`src/rtl/somador_pkg.sv`:
```
// Shared definitions for the digit-serial adder/subtractor.
package somador_pkg;

  typedef enum logic [1:0] {
    IDLE = 2'd0,
    RUN  = 2'd1,
    DONE = 2'd2
  } state_t;

  // Number of DIGIT-wide slices that make up a WIDTH-bit operand.
  function automatic int calc_n(input int width, input int digit);
    return width / digit;
  endfunction

endpackage

```
`src/rtl/somador_digito.sv`:
```
// DIGIT-bit combinational ripple-carry slice.
// c_msb is the carry going into the slice's top bit; when this slice holds the
// operand MSB, c_msb ^ cout is the signed overflow flag.
module somador_digito #(
  parameter int DIGIT = 4
) (
  input  logic [DIGIT-1:0] a,
  input  logic [DIGIT-1:0] b,
  input  logic             cin,
  output logic [DIGIT-1:0] s,
  output logic             cout,
  output logic             c_msb
);

  logic [DIGIT:0] carry;

  // Ripple the carry bit by bit through the slice.
  always_comb begin
    s        = '0;
    carry    = '0;
    carry[0] = cin;
    for (int i = 0; i < DIGIT; i++) begin
      s[i]         = a[i] ^ b[i] ^ carry[i];
      carry[i + 1] = (a[i] & b[i]) | (carry[i] & (a[i] ^ b[i]));
    end
  end

  assign cout  = carry[DIGIT];
  assign c_msb = carry[DIGIT-1];

endmodule

```
`src/rtl/somador_serial.sv`:
```
// Digit-serial adder/subtractor: processes DIGIT bits per cycle, LSB slice
// first, and presents a registered WIDTH-bit result with carry and overflow.
module somador_serial
  import somador_pkg::*;
#(
  parameter int WIDTH = 16,
  parameter int DIGIT = 4
) (
  input  logic             clk,
  input  logic             rst_n,
  input  logic             start,
  input  logic [WIDTH-1:0] a,
  input  logic [WIDTH-1:0] b,
  input  logic             cin,
  input  logic             sub,
  output logic             busy,
  output logic             done,
  output logic [WIDTH-1:0] s,
  output logic             cout,
  output logic             ovf
);

  localparam int N  = calc_n(WIDTH, DIGIT);
  localparam int CW = (N > 1) ? $clog2(N) : 1;

  state_t state_q, state_d;

  logic [WIDTH-1:0] opA_q, opA_d;
  logic [WIDTH-1:0] opB_q, opB_d;
  logic [WIDTH-1:0] sum_q, sum_d;
  logic             carry_q, carry_d;
  logic [CW-1:0]    cnt_q, cnt_d;
  logic [WIDTH-1:0] s_q, s_d;
  logic             cout_q, cout_d;
  logic             ovf_q, ovf_d;

  logic [DIGIT-1:0] sliceS;
  logic             sliceCout;
  logic             sliceCmsb;
  logic             lastDigit;
  logic [WIDTH-1:0] sumShift;

  somador_digito #(
    .DIGIT(DIGIT)
  ) u_digito (
    .a    (opA_q[DIGIT-1:0]),
    .b    (opB_q[DIGIT-1:0]),
    .cin  (carry_q),
    .s    (sliceS),
    .cout (sliceCout),
    .c_msb(sliceCmsb)
  );

  assign lastDigit = (cnt_q == CW'(N - 1));
  // The accumulated sum is shifted right and each new slice enters at the top,
  // so after N slices the full result sits in place.
  assign sumShift  = (sum_q >> DIGIT) | (WIDTH'(sliceS) << (WIDTH - DIGIT));

  // State register; reset abandons any operation in flight.
  always_ff @(posedge clk or negedge rst_n) begin
    if (!rst_n) begin
      state_q <= IDLE;
    end else begin
      state_q <= state_d;
    end
  end

  // Next-state logic: RUN lasts exactly N cycles, DONE exactly one.
  always_comb begin
    state_d = state_q;
    case (state_q)
      IDLE:    if (start) state_d = RUN;
      RUN:     if (lastDigit) state_d = DONE;
      DONE:    state_d = IDLE;
      default: state_d = IDLE;
    endcase
  end

  // Status outputs decoded purely from the current state.
  always_comb begin
    busy = 1'b0;
    done = 1'b0;
    case (state_q)
      RUN:     busy = 1'b1;
      DONE:    done = 1'b1;
      default: ;
    endcase
  end

  // Datapath next values: capture on accept, consume one slice per RUN cycle,
  // and load the visible result on the final slice.
  always_comb begin
    opA_d   = opA_q;
    opB_d   = opB_q;
    sum_d   = sum_q;
    carry_d = carry_q;
    cnt_d   = cnt_q;
    s_d     = s_q;
    cout_d  = cout_q;
    ovf_d   = ovf_q;
    case (state_q)
      IDLE: begin
        if (start) begin
          opA_d   = a;
          opB_d   = sub ? ~b : b;
          carry_d = sub ? 1'b1 : cin;
          cnt_d   = '0;
          sum_d   = '0;
        end
      end
      RUN: begin
        opA_d   = opA_q >> DIGIT;
        opB_d   = opB_q >> DIGIT;
        sum_d   = sumShift;
        carry_d = sliceCout;
        cnt_d   = cnt_q + 1'b1;
        if (lastDigit) begin
          s_d    = sumShift;
          cout_d = sliceCout;
          ovf_d  = sliceCout ^ sliceCmsb;
        end
      end
      default: ;
    endcase
  end

  // Datapath registers, all cleared by reset.
  always_ff @(posedge clk or negedge rst_n) begin
    if (!rst_n) begin
      opA_q   <= '0;
      opB_q   <= '0;
      sum_q   <= '0;
      carry_q <= 1'b0;
      cnt_q   <= '0;
      s_q     <= '0;
      cout_q  <= 1'b0;
      ovf_q   <= 1'b0;
    end else begin
      opA_q   <= opA_d;
      opB_q   <= opB_d;
      sum_q   <= sum_d;
      carry_q <= carry_d;
      cnt_q   <= cnt_d;
      s_q     <= s_d;
      cout_q  <= cout_d;
      ovf_q   <= ovf_d;
    end
  end

  assign s    = s_q;
  assign cout = cout_q;
  assign ovf  = ovf_q;

endmodule

```
`config.mk`:
```
export PLATFORM = sky130hd
export DESIGN_NAME = somador_serial
export DESIGN_NICKNAME = d
export VERILOG_FILES = /design/src/rtl/somador_pkg.sv /design/src/rtl/somador_digito.sv /design/src/rtl/somador_serial.sv
export SDC_FILE = /design/constraint.sdc
export NUM_CORES = 1
export LEC_CHECK = 0
export ABC_AREA = 1
export CAP_MARGIN = 10
export CORE_MARGIN = 4
export CORE_UTILIZATION = 49
export CTS_BUF_LIST = sky130_fd_sc_hd__clkbuf_4 sky130_fd_sc_hd__clkbuf_8
export CTS_CLUSTER_SIZE = 28
export DETAILED_ROUTE_END_ITERATION = 7
export PLACE_DENSITY = 0.83
export SETUP_SLACK_MARGIN = 0.5
export SLEW_MARGIN = 20
export SYNTH_ARGS = -nofsm -noshare
export SYNTH_HDL_FRONTEND = slang
export SYNTH_HIERARCHICAL = 1
export SYNTH_SLANG_ARGS = --single-unit
```
`constraint.sdc`:
```
create_clock -name clk -period 2 [get_ports clk]
set_input_delay 0.4 -clock clk [delete_from_list [all_inputs] [get_ports clk]]
set_output_delay 0.4 -clock clk [all_outputs]
set_load 0.02 [all_outputs]
```
# After elaboration in Yosys (flattened, before gate mapping)
# Index checks and enable logic that the tools add are counted.
dict set report totals {
  register_bits 71
  word_cells 60
}
dict set report classes {
  bitwise 23
  n_reduce_logical 5
  muxes 17
  n_addsub 1
  n_eq_ne 5
}
# cell count
set op_table {}
lappend op_table {{16-bit case mux with 2 select lines} 3}
lappend op_table {{16-bit 2-to-1 mux} 4}
lappend op_table {{16-bit NOT} 1}
lappend op_table {{12-bit by 16-bit OR with 16-bit output} 1}
lappend op_table {{1-bit bitwise XOR} 9}
lappend op_table {{1-bit bitwise AND} 8}
lappend op_table {{2-bit case mux with 2 select lines} 2}
lappend op_table {{2-bit 2-to-1 mux} 3}
lappend op_table {{2-bit AND reduction} 3}
lappend op_table {{2-bit == test (second input constant)} 2}
lappend op_table {{1-bit 2-to-1 mux} 4}
lappend op_table {{2-bit inequality test (second input constant)} 2}
lappend op_table {{1-bit OR} 4}
lappend op_table {{2-bit by 1-bit adder with 2-bit output (second input constant)} 1}
lappend op_table {{2-bit by 1-bit == test with 1-bit output (second input constant)} 1}
lappend op_table {{2-bit logical NOT} 1}
lappend op_table {{1-bit case mux with 2 select lines} 1}
lappend op_table {{2-bit nonzero test} 1}

# Logic depth before layout (Yosys ltp)
# Gate-level depths: netlist of the first run.
dict set report depth {
  word_depth 10
  mapped_depth 9
  ltp_nobuf 9
}

# Cells and area by module
# Netlist of the first run, hierarchy kept.
# module area_each_um2 cells_each n_inst
set by_module_without_submodules {}
lappend by_module_without_submodules {somador_serial 3009.1 369 1}
lappend by_module_without_submodules {somador_digito 110.1 12 1}

# Least setup slack after synthesis of the first run
# No wires, ideal clock.
dict set report synth_timing {
  path_kind {register -> register}
  start {register opA_q[0]}
  end {register sum_q[15]}
  stages_incl_launch_ff 9
  arrival_time_ns 1.907
  n_path_buf 0
  slack_ns -0.028
  period_less_slack_ns 2.028
  cell_sequence {dfrtp_1 fa_1 inv_1 fa_1 fa_1 inv_1 fa_1 inv_1 o21ai_1}
}
dict set report synth_via {
  elab_chain_cells 10
}
# element line
set synth_lines {}
lappend synth_lines {{start: declaration} somador_serial.sv:28} ;# logic [WIDTH-1:0] opA_q, opA_d;
lappend synth_lines {{start signal: assignment} somador_serial.sv:139} ;# opA_q <= opA_d;
lappend synth_lines {{1-bit bitwise XOR} somador_digito.sv:24} ;# carry[i + 1] = (a[i] & b[i]) | (carry[i] & (a[i] ^ b[i]));
lappend synth_lines {{1-bit bitwise AND} somador_digito.sv:24}
lappend synth_lines {{1-bit OR *} somador_digito.sv:24}
lappend synth_lines {{1-bit bitwise AND *} somador_digito.sv:24}
lappend synth_lines {{1-bit OR *} somador_digito.sv:24}
lappend synth_lines {{1-bit bitwise AND *} somador_digito.sv:24}
lappend synth_lines {{1-bit OR *} somador_digito.sv:24}
lappend synth_lines {{named net sliceCmsb} somador_serial.sv:39} ;# logic sliceCmsb;
lappend synth_lines {{1-bit bitwise XOR *} somador_digito.sv:23} ;# s[i] = a[i] ^ b[i] ^ carry[i];
lappend synth_lines {{named net sliceS[3]} somador_serial.sv:37} ;# logic [DIGIT-1:0] sliceS;
lappend synth_lines {{12-bit by 16-bit OR with 16-bit output *} somador_serial.sv:57} ;# assign sumShift = (sum_q >> DIGIT) | (WIDTH'(sliceS) << (WIDTH - DIGIT));
lappend synth_lines {{16-bit case mux with 2 select lines *} somador_serial.sv:101} ;# case (state_q)
lappend synth_lines {{end signal: assignment} somador_serial.sv:141} ;# sum_q <= sum_d;
lappend synth_lines {{end: declaration} somador_serial.sv:30} ;# logic [WIDTH-1:0] sum_q, sum_d;
# The timed path passes the listed nets; every way through them passes the cells marked *.
# A chain may end at the register's enable or synchronous reset.

# Worst setup path after layout of the first run
dict set report layout_timing {
  start {register opB_q[0]}
  end {register s_q[15], in the netlist s[15]}
}
dict set report layout_via {
  elab_chain_cells 9
}
# element line
set layout_lines {}
lappend layout_lines {{start: declaration} somador_serial.sv:29} ;# logic [WIDTH-1:0] opB_q, opB_d;
lappend layout_lines {{start signal: assignment} somador_serial.sv:140} ;# opB_q <= opB_d;
lappend layout_lines {{1-bit bitwise XOR} somador_digito.sv:24}
lappend layout_lines {{1-bit bitwise AND} somador_digito.sv:24}
lappend layout_lines {{1-bit OR *} somador_digito.sv:24}
lappend layout_lines {{1-bit bitwise AND *} somador_digito.sv:24}
lappend layout_lines {{1-bit OR *} somador_digito.sv:24}
lappend layout_lines {{1-bit bitwise AND *} somador_digito.sv:24}
lappend layout_lines {{1-bit OR *} somador_digito.sv:24}
lappend layout_lines {{named net sliceCmsb} somador_serial.sv:39}
lappend layout_lines {{1-bit bitwise XOR *} somador_digito.sv:23}
lappend layout_lines {{named net sliceS[3]} somador_serial.sv:37}
lappend layout_lines {{12-bit by 16-bit OR with 16-bit output *} somador_serial.sv:57}
lappend layout_lines {{end signal: assignment} somador_serial.sv:135} ;# s_q <= '0;
lappend layout_lines {{end signal: assignment} somador_serial.sv:144} ;# s_q <= s_d;
lappend layout_lines {{end: declaration} somador_serial.sv:33} ;# logic [WIDTH-1:0] s_q, s_d;
# Marks and branches as above.

==> metrics, run 1 <==
overall global routing resource usage 18.9%; maximum single-stage delay on the critical path 0.43 ns; share of Yosys cell area claimed by the top area cell type 53.8%; per-instance average area after synthesis 8.19 µm²; Clock Root Buffer clkbuf_8; worst vdd rail ir drop 0.812 mV; core area 6060 µm²; post-route worst setup slack -0.0489 ns; instance area at placement 3770 µm²; leakage power 2.07 nW; number of buffer cells added on primary ports 56; Boundary Pins 57; type of element launching the critical path register; via count of the first global-routing pass 2,655; layout overhead on the synthesized area 29.2%; Detailed Routing Iterations Pass 1 4; area of the die 7710 µm²; Initial DRC Count 111; Synth Register Bits 67; critical path's top delay family adder cells; antenna-violating nets left 0; number of vias per cell 5.07; final core utilization 66.5%; clock sink total 67; max-capacitance violation count 0; clock latency of the later-clocked register in the worst-skew pair 0.34 ns; Post-Synthesis Net Count 423; final setup fails 3; global-route congestion overflow total 0; die span in x 87.8 µm; final-layout worst hold slack 0.0453 ns; die span in y 87.8 µm; Pins Over Slew Limit 0; maximum number of pins on one net before global-route repair 68; routed wirelength normalized by instance count 13.0 µm; depth of the CTS H-tree 3; slowest CP cell fa_2; Worst R2R Path Depth 8; simple-gate share of the synthesized area 30.9%; area share of fa/ha/maj cells after synthesis 2.97%; worst slew margin relative to its limit 75.6%; wire length of the first global-routing pass 11,400 µm; slack of the worst reg-to-reg path -0.05 ns; RD Place Congestion 0.775; number of fill cells 523; share of post-route cells with drive strength above 1 13.1%; DP Wirelength 4530 µm; Setup Skew 0.00868 ns; compound-gate portion of the synthesized area 3.21%; maximum count of clock buffers along a single path 2; Worst-path clk slew 0.08 ns; cell taking the most area after synthesis dfrtp_1; HP Class in2async; CTS Buf Count 9; Antenna Cells 0; final period utilization 102%; aggregate negative setup slack -0.114 ns; synthesized cell area 3120 µm²; final non-filler cell area 4030 µm²; biggest area contributors in the synthesized netlist dfrtp_1 (54%), nand2_1 (18%), nand3_1 (12%); type of the setup path with the least slack reg2reg; combined buffer and inverter count along the critical path 3; NumNets Final 481; number of design rule violations left after detail routing 0; Max Clk Rate 488 MHz; clock tree from TritonCTS built; initial antenna violation count 0; CTS Hold Buffers Added 0; via count 2,633; dominant combinational cell family by area after synthesis simple AND/OR/NAND/NOR gates; run status finished, violations left; Power Total 5.63 mW; arrival time reported for the critical path endpoint 2.28 ns; XOR/XNOR share of the synthesized area 1.40%; largest fanout of any net on the critical path 2; Critical Path Stages 8; post-layout minimum cycle time 2.05 ns; pin slew with the least headroom to its limit 0.365 ns; YS warnings 6; Critical Path, Cell by Cell fa_2, inv_2, fa_2, fa_2, inv_2, fa_2, inv_2, o21ai_1; final routed wirelength across all metal layers 6760 µm; Site Rows 28; proportion of synthesized area in mux cells 0%; sequential share of the synthesized area 53.8%; synth unique cells 17; CP endpoint kind register; Starting Density 51.5%; final hold violation count 0; RSZ-0062 raised after global routing yes; CP dominant cell by count fa_2; Pwr Density 1400 nW/µm²; failing checks setup timing; number of standard cells after synthesis 381; critical path required time 2.23 ns
Yosys cell counts:
master / n
nand2_1: 149
nand3_1: 73
dfrtp_1: 67
inv_1: 32
buf_2: 13
o21ai_1: 12
o21ai_0: 8
xor2_1: 5
buf_4: 4
clkbuf_1: 4
fa_1: 4
nor2_1: 3
inv_2: 2
nor2_4: 2
buf_1: 1
ha_1: 1
nand2_2: 1
final cells by class:
class,instances,area [µm²],area share (%)
Sequential cell,67,1680,41.7
Multi-Input combinational cell,258,1270,31.5
Timing Repair Buffer,69,676,16.8
Clock buffer,10,138,3.41
Inverter,34,133,3.29
Tap cell,75,93.8,2.33
Clock inverter,6,41.3,1.02
where the power goes:
| group | internal, mW | switching, mW |
|---|---|---|
| clock | 0.480 | 0.522 |
| combinational | 0.941 | 1.47 |
| sequential | 1.90 | 0.322 |
metal layers:
| layer | vias to the layer above | routed length [µm] | track usage [%] |
|---|---|---|---|
| met3 | 14 | 408 | 5.83 |
| met1 | 1233 | 2830 | 22.6 |
| met5 | - | 0 | 0 |
| met4 | 0 | 133 | 6.00 |
| li1 | 1312 | - | - |
| met2 | 74 | 3390 | 32.7 |
sequential cells by signal, summed over array words and instances (netlist names):
name     count
opB_q       16
ovf          1
state_q      2
s           16
opA_q       16
sum_q       12
cout         1
carry_q      1
cnt_q        2
repair_timing:
item / 4_1_cts / 5_1_grt
pin swaps: 7 / 5
buffers inserted: 1 / 2
resized for setup: 39 / 16
setup endpoints to repair: 42 / 25
endpoints found under the hold margin: 0 / 0
per-stage QoR:
step | instances | setup WS, ns
after CTS | 517 | -0.0639
final | 519 | -0.0489
after global placement | 500 | -0.0156
after floorplan | 381 | 0.0161
after global routing | 519 | -0.128
after detailed placement | 500 | -0.0760
layout by cell type, fill, tap and decap left out, drive strengths merged:
cell           count
nand2            150
nand3             73
dfrtp             67
clkdlybuf4s50     35
inv               34
o21ai             20
dlygate4sd2       17
buf               16
clkbuf            10
xor2               5
nor2               5
fa                 4
clkinvlp           3
clkinv             3
ha                 1
clkdlybuf4s15      1
cells by family after synthesis:
kind of cell / after synthesis
and+or+nand+nor: 228
DFF: 67
buffers and inverters: 56
AOI/OAI and AO/OA: 20
xor gates and xnor gates: 5
adders and majority gates: 5
path summary, 6_finish.rpt:
check	from	to
max	opB_q[0]$_DFFE_PN0P_	s[15]$_DFFE_PN0P_
min	rst_n	s[7]$_DFFE_PN0P_
max reg2reg	opB_q[0]$_DFFE_PN0P_	s[15]$_DFFE_PN0P_
min reg2reg	s[3]$_DFFE_PN0P_	s[3]$_DFFE_PN0P_
max in group asynchronous	rst_n	sum_q[14]$_DFFE_PN0P_
min in group clk	s[3]$_DFFE_PN0P_	s[3]$_DFFE_PN0P_
Power figures use the tool's default switching activity.
==> inputs of run 2 (changes only) <==
--- a/config.mk
+++ b/config.mk
@@ -5,14 +5,14 @@
 export SDC_FILE = /design/constraint.sdc
 export NUM_CORES = 1
 export LEC_CHECK = 0
-export ABC_AREA = 1
 export CAP_MARGIN = 10
 export CORE_MARGIN = 4
 export CORE_UTILIZATION = 49
 export CTS_BUF_LIST = sky130_fd_sc_hd__clkbuf_4 sky130_fd_sc_hd__clkbuf_8
 export CTS_CLUSTER_SIZE = 28
 export DETAILED_ROUTE_END_ITERATION = 7
-export PLACE_DENSITY = 0.83
+export GPL_ROUTABILITY_DRIVEN = 1
+export PLACE_DENSITY = 0.84
 export SETUP_SLACK_MARGIN = 0.5
 export SLEW_MARGIN = 20
 export SYNTH_ARGS = -nofsm -noshare
==> metrics, run 2 <==
compound-gate portion of the synthesized area 14.8%; number of vias per cell 5.50; Max Clk Rate 462 MHz; initial antenna violation count 0; routed wirelength normalized by instance count 15.2 µm; clock latency of the later-clocked register in the worst-skew pair 0.33 ns; number of buffer cells added on primary ports 56; final setup fails 5; final-layout worst hold slack 0.0622 ns; antenna-violating nets left 0; number of synthesized flops with an enable pin 0; sequential cell fraction of total power 39.1%; NumNets Final 374; Clock Root Buffer clkbuf_8; number of design rule violations left after detail routing 0; DP Wirelength 4280 µm; Starting Density 51.3%; share of post-route cells with drive strength above 1 17.5%; most frequently used cell type in the post-synthesis netlist dfrtp_1; dominant combinational cell family by area after synthesis compound AO/OA/AOI/OAI gates; CP endpoint kind register; Pins Over Slew Limit 0; slowest CP cell fa_1; per-instance average area after synthesis 11.3 µm²; asr flop ratio synth 100%; final routed wirelength across all metal layers 6250 µm; core area 6030 µm²; Detailed Routing Iterations Pass 1 4; synth unique cells 27; proportion of synthesized area in mux cells 6.56%; Worst-path clk slew 0.06 ns; Site Rows 28; commonest cells after routing, fill and taps aside dfrtp_1 (65), clkdlybuf4s50_1 (34), nand2_1 (25); failing checks setup timing; worst vdd rail ir drop 0.919 mV; slack of the worst reg-to-reg path -0.16 ns; internal power of the cells 3.81 mW; depth of the CTS H-tree 3; simple-gate share of the synthesized area 11.5%; final period utilization 108%; wire length of the first global-routing pass 10,400 µm; area share of fa/ha/maj cells after synthesis 2.99%; worst slack, placed -0.138 ns; HP Class in2async; worst slew margin relative to its limit 61.3%; most common cell after layout, fill and taps aside dfrtp_1; synthesized cell area 3090 µm²; layout overhead on the synthesized area 29.9%; Post-Synthesis Net Count 315; share of Yosys cell area claimed by the top area cell type 54.2%; maximum number of pins on one net before global-route repair 43; leakage power 1.87 nW; final standard cell count with taps included and fillers excluded 412; total placed cells including tap cells 395; Pwr Density 1450 nW/µm²; maximum count of clock buffers along a single path 2; setup repair bufs after CTS 0; Boundary Pins 57; Main synth FF type dfrtp_1; area of the die 7640 µm²; Gate power share 40.6%; RSZ-0062 raised after global routing yes; sequential share of the synthesized area 54.2%; combined buffer and inverter count along the critical path 2; Synth Register Bits 67; XOR/XNOR share of the synthesized area 4.82%; type of element launching the critical path register; critical path required time 2.22 ns; critical path's top delay family adder cells; Antenna Cells 0; Worst R2R Path Depth 7; via count of the first global-routing pass 2,140; Initial DRC Count 69; clock tree from TritonCTS built; post-route worst setup slack -0.163 ns; pin slew with the least headroom to its limit 0.581 ns; die span in y 87.4 µm; die span in x 87.4 µm; number of standard cells after synthesis 273; Critical Path, Cell by Cell fa_1, inv_2, fa_2, fa_2, inv_2, fa_1, mux2_2; clock sink total 67; Critical Path Stages 7; via count 2,268; number of fill cells 482; arrival time reported for the critical path endpoint 2.38 ns; cell taking the most area after synthesis dfrtp_1; global-route congestion overflow total 0; net load switching power 2.02 mW; final hold violation count 0; biggest area contributors in the synthesized netlist dfrtp_1 (54%), mux2_2 (5.8%), a22o_1 (3.7%); most numerous cell types in the synthesized netlist dfrtp_1 (67), nand2_1 (25), a21oi_1 (21), o21ai_0 (21), mux2_2 (16); share of total power in the clock network 20.4%; post-layout minimum cycle time 2.16 ns; switching share of total power 34.7%; CTS Hold Buffers Added 0; CTS Buf Count 9; run status finished, violations left; Setup Skew 0.0102 ns; YS warnings 6; max-capacitance violation count 0; RD Place Congestion 0.775; maximum single-stage delay on the critical path 0.42 ns; largest fanout of any net on the critical path 2; overall global routing resource usage 17.7%; type of the setup path with the least slack reg2reg
[run 2: metal layers]
metal / vias to the layer above / wire (µm) / global-route usage [%]
li1: 1064 / - / -
met1: 1116 / 2740 / 24.1
met2: 79 / 2960 / 27.3
met5: - / 0 / 0
met3: 9 / 470 / 3.88
met4: 0 / 81 / 7.67
[run 2: cells by family after synthesis]
group	after synthesis
buffers and inverters	31
adder cells (fa/ha/maj)	5
AO/OA/AOI/OAI	70
multiplexers	18
flip-flops	67
XOR/XNOR	17
AND/OR/NAND/NOR	65
[run 2: area by class of cell]
cell class / count / area [µm²] / share of cell area [%]
Sequential cell: 67 / 1680 / 41.8
Clock buffer: 15 / 188 / 4.67
Tap cell: 75 / 93.8 / 2.34
Multi-Input combinational cell: 176 / 1290 / 32.2
Inverter: 9 / 33.8 / 0.841
Clock inverter: 1 / 30.0 / 0.748
Timing Repair Buffer: 69 / 697 / 17.4
[run 2: timing repair]
item | CTS | global route
gates cloned | 0 | 1
hold endpoints to repair | 0 | 0
gates resized for setup | 34 | 11
pin swaps | 0 | 1
endpoints found under the setup margin | 54 | 27
[run 2: worst paths after layout]
check	startpoint	end
max	opA_q[0]$_DFFE_PN0P_	s[15]$_DFFE_PN0P_
min	rst_n	sum_q[11]$_DFFE_PN0P_
max reg2reg	opA_q[0]$_DFFE_PN0P_	s[15]$_DFFE_PN0P_
min reg2reg	opA_q[5]$_DFFE_PN0P_	opA_q[5]$_DFFE_PN0P_
max in group asynchronous	rst_n	opB_q[2]$_DFFE_PN0P_
min in group clk	opA_q[5]$_DFFE_PN0P_	opA_q[5]$_DFFE_PN0P_
[run 2: worst register-to-register path, cell delays in order, from the launching register on]
cell and delay [ns]:
dfrtp_1 0.38, fa_1 0.20, inv_2 0.04, fa_2 0.33, fa_2 0.34, inv_2 0.07, fa_1 0.42, mux2_2 0.27
[run 2: stage by stage]
| stage | area, µm² | util (%) | TNS, ns | power [mW] |
|---|---|---|---|---|
| after floorplan | 3100 | - | -0.169 | 3.83 |
| after global placement | 3760 | 62.4 | -0.289 | 4.60 |
| after detailed placement | 3760 | 62.4 | -0.432 | 4.73 |
| after CTS | 3970 | 65.9 | -0.553 | 5.83 |
| after global routing | 4020 | 66.6 | -0.940 | 6.23 |
| final | 4020 | 66.6 | -0.551 | 5.83 |
[run 2: power by group through the flow]
stage,sequential (mW),clock (mW),combinational [mW]
floorplan,2.40,0,1.43
global placement,2.25,0,2.34
detailed placement,2.29,0,2.44
CTS,2.27,1.21,2.35
global route,2.34,1.27,2.62
finish,2.28,1.19,2.36
==> inputs of run 3 (changes only) <==
--- a/config.mk
+++ b/config.mk
@@ -13,6 +13,7 @@
 export DETAILED_ROUTE_END_ITERATION = 7
 export GPL_ROUTABILITY_DRIVEN = 1
 export PLACE_DENSITY = 0.84
+export REMOVE_ABC_BUFFERS = 1
 export SETUP_SLACK_MARGIN = 0.5
 export SLEW_MARGIN = 20
 export SYNTH_ARGS = -nofsm -noshare
==> metrics, run 3 (same netlist as run 2, synthesis figures left out) <==
via count of the first global-routing pass 2,266; maximum count of clock buffers along a single path 2; Setup Skew 0.00722 ns; worst setup path startpoint opA_q[0]$_DFFE_PN0P_; arrival time reported for the critical path endpoint 2.44 ns; depth of the CTS H-tree 3; worst vdd rail ir drop 0.845 mV; Worst-path clk slew 0.08 ns; initial antenna violation count 0; CTS Hold Buffers Added 0; CTS Buf Count 9; die span in x 87.4 µm; number of fill cells 459; type of the setup path with the least slack reg2reg; Detailed Routing Iterations Pass 1 4; area used by multi-input combinational logic 1290 µm²; wire length of the first global-routing pass 10,700 µm; Clock Root Buffer clkbuf_8; final hold violation count 0; largest fanout of any net on the critical path 2; post-layout minimum cycle time 2.20 ns; type of element launching the critical path register; max-capacitance violation count 0; Max Clk Rate 455 MHz; failing checks setup timing; run status finished, violations left; critical register-to-register path endpoint s[15]$_DFFE_PN0P_; Antenna Cells 0; antenna-violating nets left 0; clock sink total 67; share of post-route cells with drive strength above 1 18.3%; layout overhead on the synthesized area 31.7%; Starting Density 51.3%; core area 6030 µm²; final standard cell count with taps included and fillers excluded 413; via count 2,256; Pwr Density 1480 nW/µm²; slack of the worst reg-to-reg path -0.20 ns; number of vias per cell 5.46; RD Place Congestion 0.753; total placed cells including tap cells 394; Site Rows 28; post-route worst setup slack -0.198 ns; endpoint of the most critical setup path s[15]$_DFFE_PN0P_; DP Wirelength 4430 µm; most common cell after layout, fill and taps aside dfrtp_1; source of the worst register-to-register timing path opA_q[0]$_DFFE_PN0P_; overall global routing resource usage 18.2%; final routed wirelength across all metal layers 6630 µm; number of buffer cells added on primary ports 56; clock latency of the later-clocked register in the worst-skew pair 0.35 ns; critical path required time 2.24 ns; clock tree from TritonCTS built; final period utilization 110%; worst slew margin relative to its limit 58.4%; worst slack, placed -0.297 ns; RSZ-0062 raised after global routing yes; commonest cells after routing, fill and taps aside dfrtp_1 (65), clkdlybuf4s50_1 (34), nand2_1 (25); CP endpoint kind register; Initial DRC Count 118; final core utilization 67.6%; die span in y 87.4 µm; HP Class in2async; pin slew with the least headroom to its limit 0.625 ns; leakage power 1.88 nW; final non-filler cell area 4070 µm²; Sequential cell area 1680 µm²; routed wirelength normalized by instance count 16.1 µm; Boundary Pins 57; Pins Over Slew Limit 0; maximum number of pins on one net before global-route repair 41; area of the die 7640 µm²; NumNets Final 375; number of design rule violations left after detail routing 0; global-route congestion overflow total 0; final setup fails 5; Worst R2R Path Depth 7; instance area at placement 3760 µm²
==> run 3: cell count changes in the layout (fill, tap and decap cells not counted), moves of 2 or more <==
cell | previous run | this run
clkbuf_4 | 3 | 0
o21ai_0 | 21 | 19
dlygate4sd2_1 | 18 | 15
clkdlybuf4s15_1 | 0 | 3
clkinvlp_4 | 0 | 3
o21ai_1 | 1 | 3
clkbuf_8 | 12 | 9
buf_12 | 4 | 6
clkinv_2 | 0 | 2
==> run 3: worst min-delay path by stage <==
stage	start	to	slack, ns	cells after the start
after CTS	rst_n	s[5]$_DFFE_PN0P_	0.07	1
final	rst_n	sum_q[6]$_DFFE_PN0P_	0.07	1
after global routing	rst_n	s[15]$_DFFE_PN0P_	0.11	1
after global placement	rst_n	s[1]$_DFFE_PN0P_	0.44	1
after detailed placement	rst_n	s[5]$_DFFE_PN0P_	0.45	1
after floorplan	rst_n	carry_q$_DFFE_PN0P_	0.10	0
==> run 3: repair_timing <==
item                       in CTS  in global routing
cloned                          0                  1
resized for setup              34                 23
pin swaps                       0                  1
setup endpoints to repair      54                 37
setup buffers                   0                  2
==> run 3: worst max-delay path, cell delays in order, from the launching register on <==
cell and delay (ns):
dfrtp_1 0.38, fa_1 0.18, inv_1 0.05, fa_2 0.34, fa_2 0.35, inv_2 0.08
fa_2 0.44, mux2_2 0.27
==> run 3: cell type report <==
type | count | share of cell area (%)
multi-input combinational | 175 | 31.8
timing repair buffer | 71 | 18.5
tap | 75 | 2.30
clock inverter | 7 | 2.27
inverter | 9 | 0.830
sequential | 67 | 41.2
clock buffer | 9 | 3.04
==> run 3: where the power goes <==
| part | total, mW | switching [mW] | internal, mW |
|---|---|---|---|
| registers | 2.29 | 0.366 | 1.92 |
| clock network | 1.22 | 0.526 | 0.696 |
| logic | 2.50 | 1.26 | 1.24 |
| total | 6.01 | 2.15 | 3.86 |
==> run 3: stage by stage <==
step / hold slack, ns / power, mW / TNS [ns]
floorplan: 0.104 / 3.68 / -19.60
global placement: 0.443 / 4.59 / -0.421
detailed placement: 0.448 / 4.75 / -1.03
CTS: 0.0737 / 5.89 / -0.871
global route: 0.105 / 6.42 / -1.16
finish: 0.0673 / 6.01 / -0.617
==> run 3: metal layers <==
metal / share of wire [%] / up-vias / global-route usage, %
met5: 0 / - / 0
met3: 5.4 / 12 / 4.92
met2: 51 / 64 / 30.3
met1: 42 / 1117 / 22.2
met4: 2.1 / 0 / 7.95
li1: - / 1063 / -
